`config.mk`:
```
export PLATFORM = sky130hd
export DESIGN_NAME = subtrator_serial
export DESIGN_NICKNAME = d
export VERILOG_FILES = /design/src/rtl/subtrator_serial.sv
export SDC_FILE = /design/constraint.sdc
export NUM_CORES = 1
export LEC_CHECK = 0
export CAP_MARGIN = 5
export CORE_MARGIN = 3
export CORE_UTILIZATION = 54
export CTS_BUF_LIST = sky130_fd_sc_hd__clkbuf_4
export DETAILED_ROUTE_END_ITERATION = 6
export PLACE_DENSITY = 0.82
export SLEW_MARGIN = 15
export SYNTH_ARGS = -nofsm -noshare
export SYNTH_HDL_FRONTEND = slang
export SYNTH_SLANG_ARGS = --single-unit
```
`constraint.sdc`:
```
create_clock -name clk -period 1.7 [get_ports clk]
set_clock_uncertainty 0.15 [all_clocks]
set_input_delay 0.425 -clock clk [delete_from_list [all_inputs] [get_ports clk]]
set_output_delay 0.425 -clock clk [all_outputs]
set_load 0.01 [all_outputs]
```
`src/rtl/subtrator_serial.sv`:
```
// subtrator_serial: bit-serial N-bit subtractor, diff = a - b (mod 2^N).
// One full-subtractor cell and a borrow flop process one bit per clock,
// LSB first. A start/busy/done handshake drives it from a controlling FSM.
//
// Ports:
//   clk    in   system clock, rising edge
//   rst_n  in   synchronous reset, active low
//   start  in   request, sampled only in IDLE or DONE
//   a, b   in   N-bit minuend / subtrahend, captured on accepted start
//   busy   out  high while bits are being shifted
//   done   out  one-cycle pulse when diff/bout are valid
//   diff   out  N-bit result, held until the next completed operation
//   bout   out  final borrow (a < b unsigned), held with diff
//   ovf    out  signed overflow, only when SUBTRATOR_OVERFLOW_EN is defined
//
// Optional feature macro: SUBTRATOR_OVERFLOW_EN (adds the ovf port).
module subtrator_serial #(
  parameter int N = 8
) (
  input  logic         clk,
  input  logic         rst_n,
  input  logic         start,
  input  logic [N-1:0] a,
  input  logic [N-1:0] b,
  output logic         busy,
  output logic         done,
  output logic [N-1:0] diff,
  output logic         bout
`ifdef SUBTRATOR_OVERFLOW_EN
  ,
  output logic         ovf
`endif
);

  localparam int CW = $clog2(N) + 1;
  localparam logic [CW-1:0] LAST = CW'(N - 1);

  typedef enum logic [1:0] {IDLE, SHIFT, DONE} state_t;

  state_t         state_q, state_d;
  logic [N-1:0]   ra_q, ra_d, rb_q, rb_d, rd_q, rd_d;
  logic [N-1:0]   diff_q, diff_d;
  logic [CW-1:0]  cnt_q, cnt_d;
  logic           br_q, br_d;
  logic           busy_q, busy_d, done_q, done_d, bout_q, bout_d;
`ifdef SUBTRATOR_OVERFLOW_EN
  // Operand sign bits are shifted out of ra/rb, so keep them for ovf.
  logic           am_q, am_d, bm_q, bm_d, ovf_q, ovf_d;
`endif

  // Full-subtractor cell on the current LSBs.
  logic           a0, b0, d_bit, br_nxt;
  logic [N:0]     rd_ext;

  assign a0     = ra_q[0];
  assign b0     = rb_q[0];
  assign d_bit  = a0 ^ b0 ^ br_q;
  assign br_nxt = (~a0 & b0) | (~(a0 ^ b0) & br_q);
  // New bit enters at the MSB; taking [N:1] also covers N == 1.
  assign rd_ext = {d_bit, rd_q};

  always_comb begin
    state_d = state_q;
    ra_d    = ra_q;
    rb_d    = rb_q;
    rd_d    = rd_q;
    br_d    = br_q;
    cnt_d   = cnt_q;
    diff_d  = diff_q;
    bout_d  = bout_q;
`ifdef SUBTRATOR_OVERFLOW_EN
    am_d    = am_q;
    bm_d    = bm_q;
    ovf_d   = ovf_q;
`endif
    case (state_q)
      IDLE, DONE: begin
        if (start) begin
          ra_d    = a;
          rb_d    = b;
          br_d    = 1'b0;
          cnt_d   = '0;
          state_d = SHIFT;
`ifdef SUBTRATOR_OVERFLOW_EN
          am_d    = a[N-1];
          bm_d    = b[N-1];
`endif
        end else begin
          state_d = IDLE;
        end
      end
      SHIFT: begin
        ra_d  = ra_q >> 1;
        rb_d  = rb_q >> 1;
        rd_d  = rd_ext[N:1];
        br_d  = br_nxt;
        cnt_d = cnt_q + CW'(1);
        if (cnt_q == LAST) begin
          // Publish on the final bit so diff/bout never show partial results.
          state_d = DONE;
          diff_d  = rd_ext[N:1];
          bout_d  = br_nxt;
`ifdef SUBTRATOR_OVERFLOW_EN
          ovf_d   = (am_q != bm_q) && (d_bit != am_q);
`endif
        end
      end
      default: state_d = IDLE;
    endcase
    busy_d = (state_d == SHIFT);
    done_d = (state_d == DONE);
  end

  always_ff @(posedge clk) begin
    if (!rst_n) begin
      state_q <= IDLE;
      ra_q    <= '0;
      rb_q    <= '0;
      rd_q    <= '0;
      br_q    <= 1'b0;
      cnt_q   <= '0;
      diff_q  <= '0;
      bout_q  <= 1'b0;
      busy_q  <= 1'b0;
      done_q  <= 1'b0;
`ifdef SUBTRATOR_OVERFLOW_EN
      am_q    <= 1'b0;
      bm_q    <= 1'b0;
      ovf_q   <= 1'b0;
`endif
    end else begin
      state_q <= state_d;
      ra_q    <= ra_d;
      rb_q    <= rb_d;
      rd_q    <= rd_d;
      br_q    <= br_d;
      cnt_q   <= cnt_d;
      diff_q  <= diff_d;
      bout_q  <= bout_d;
      busy_q  <= busy_d;
      done_q  <= done_d;
`ifdef SUBTRATOR_OVERFLOW_EN
      am_q    <= am_d;
      bm_q    <= bm_d;
      ovf_q   <= ovf_d;
`endif
    end
  end

  assign busy = busy_q;
  assign done = done_q;
  assign diff = diff_q;
  assign bout = bout_q;
`ifdef SUBTRATOR_OVERFLOW_EN
  assign ovf  = ovf_q;
`endif

endmodule

```
==> flow_summary.yaml <==
worst_setup_path:
  arrival_ns: 1.67
  crit_chain: "ha_1, nand3b_2, nor2_8, mux2i_1"
  max_stage_delay_ns: 0.39
  cp.required_ns: 1.83
  worstSetupEndpointType: "flop"
  path_delay_family: "simple AND/OR/NAND/NOR gates"
  start_kind: "flop"
  critPathKind: "reg -> reg"
  r2r_slack_ns: 0.16
  critPathBufInv: 0
  path_max_fanout: 9
  cpMaxStageDelayCell: "dfxtp_1"
floorplan:
  dieArea_sq_um: 3810
  core_area_sq_um: 2850
  start_util: 0.588
  io-pin-count: 30
  die_w_um: 61.7
  rows: 19
  die_y_um: 61.7
clock_tree:
  clock-root-buffer: "clkbuf_4"
  cts_hold_buffers: 0
  clk_latency_ns: 0.34
  cts_tree: "done"
  htreeDepth: 2
  clockBufferDepth: 2
  cts-buffers-inserted: 5
  clk_pin_slew_ns: 0.11
  clkSinkCount: 41
  postCtsSetupBuffers: 0
global_route:
  grt_max_degree: 21
  grt_antenna_before_repair: 0
  grt_pass1_wl_mm: 5.71
  grt_util_all_layers: 0.203
  overflow: 0
  grt_pass1_vias: 1393
detailed_routing:
  vias: 1389
  via_per_inst: 5.69
  route.detailed.drc: 0
  drt-total-wl_mm: 3.44
  drtIter0Drc: 46
  dr.pass1.iters: 4
  final_antenna_net_count: 0
  wl_per_cell_um: 14.1
run_status:
  outcome: "complete, no violations"
synth:
  synth-seq-area-share: 0.490
  avgSynthCellArea_sq_um: 9.21
  syn_nets: 203
  synthDistinctLibCells: 23
  synth_area_sq_um: 1680
  synth_seq_cells: 41
  yosys_warnings: 0
  netlist_instances: 182
placement:
  place_inst: 237
  numPortBuffers: 29
  hpwl_mm: 2.47
  gp_congestion: 0.792
layout:
  layout.nets: 234
  drive_above_1_share: 0.0986
  num_antenna_cells: 0
  finalNonFillerCells: 244
  synthToLayoutAreaGrowth_pct: 21.3
timing:
  drv_slew: 0
  hold_viol: 0
  worstMarginPinSlew_ns: 0.346
  setup_viol: 0
  slew_headroom: 0.770
  min_period_ns: 1.54
  fin_crit_sh: 0.908
  max_freq_mhz: 648
  rsz0062_at_grt: "false"
power_and_ir_drop:
  ir_drop_mv: 0.533
  power.density_nw_per_um2: 839
  p_leak_uw: 0.000789
  power_uw: 1710
flow_run:
  drv_cap: 0
min_path:
  hp-class: "reg -> reg"
state kept, by name, indices dropped and copies added (netlist names):
| signal | cells |
|---|---|
| diff | 8 |
| ra_q | 8 |
| rb_q | 8 |
| rd_q | 7 |
| cnt_q | 4 |
| state_q | 2 |
| bout | 1 |
| br_q | 1 |
| busy | 1 |
| done | 1 |
path summary, 6_finish.rpt:
check / start / endpoint / depth (start not counted)
worst min-delay path: diff[5]$_SDFFE_PN0P_ / diff[5]$_SDFFE_PN0P_ / 2
worst max register to register: cnt_q[0]$_SDFFE_PN0P_ / bout$_SDFFE_PN0P_ / 4
worst min register to register: diff[5]$_SDFFE_PN0P_ / diff[5]$_SDFFE_PN0P_ / 2
worst max-delay path: cnt_q[0]$_SDFFE_PN0P_ / bout$_SDFFE_PN0P_ / 4
synthesized netlist by cell type:
library cell,instances,area share
dfxtp_1,41,0.49
nand2_1,33,0.074
a21oi_1,27,0.081
nand3_1,20,0.060
a22oi_1,14,0.063
mux2i_1,10,0.060
buf_2,5,0.015
buf_6,5,0.034
nand2b_1,5,0.019
clkbuf_1,3,0.0067
nor2_1,3,0.0067
a211oi_2,2,0.015
buf_4,2,0.0090
inv_1,2,0.0045
nor3_1,2,0.0060
and2b_1,1,0.0045
fa_1,1,0.012
ha_1,1,0.0075
mux2_4,1,0.0090
nand3b_2,1,0.0067
nand4_1,1,0.0037
nor2_8,1,0.012
nor2b_1,1,0.0037
report_power, final:
group	switching [uW]	leakage, uW	internal (uW)
registers	22.8	0.000334	997
logic	121	0.000426	112
clock network	285	0.0000292	166
cell families after synthesis:
family | synth area share
AOI/OAI and AO/OA | 0.158
adders and majority gates | 0.0194
buffers and inverters | 0.0687
DFF | 0.490
muxes | 0.0687
and+or+nand+nor | 0.196
tightest hold or removal path, delay by kind of cell (launching register included):
family           cells  cell delay [ns]
and+or+nand+nor      1             0.05
DFF                  1             0.32
muxes                1             0.05
through the flow:
stage / worst slack (ns) / instance area [sq um] / util / hold WS, ns / TNS (ns)
finish: 0.156 / 2030 / 0.713 / 0.307 / 0
global route: 0.0499 / 2030 / 0.713 / 0.332 / 0
CTS: 0.145 / 2030 / 0.713 / 0.313 / 0
detailed placement: -0.0756 / 2000 / 0.700 / 0.298 / -0.921
global placement: -0.0198 / 2000 / 0.700 / 0.291 / -0.129
floorplan: 0.367 / 1680 / - / 0.287 / 0
metal layers:
metal  up-vias  track usage  share of wire
li1        696            -              -
met1       642        0.222           0.42
met2        41        0.348           0.50
met3        10       0.0661          0.055
met4         0        0.109          0.025
met5         -            0              0
placed cells by master, fill, tap and decap left out, drive strengths merged, types with 4 or more instances in the layout:
cell | netlist | routed
a21oi | 27 | 27
a22oi | 14 | 14
buf | 12 | 10
clkbuf | 3 | 6
clkdlybuf4s50 | 0 | 18
dfxtp | 41 | 41
dlygate4sd2 | 0 | 11
mux2i | 10 | 10
nand2 | 33 | 33
nand2b | 5 | 5
nand3 | 20 | 20
nor2 | 4 | 4
repair_timing:
action | CTS | global route
setup endpoints to repair | 11 | 0
gates resized for setup | 11 | 0
hold endpoints to repair | 0 | 0
area by class of cell:
cell class,instances,area [sq um]
Sequential cell,41,821
Clock buffer,6,45.0
Multi-Input combinational cell,124,741
Fill cell,238,820
Clock inverter,1,3.75
Tap cell,31,38.8
Timing Repair Buffer,39,377
Inverter,2,7.51
Power figures use the tool's default switching activity.
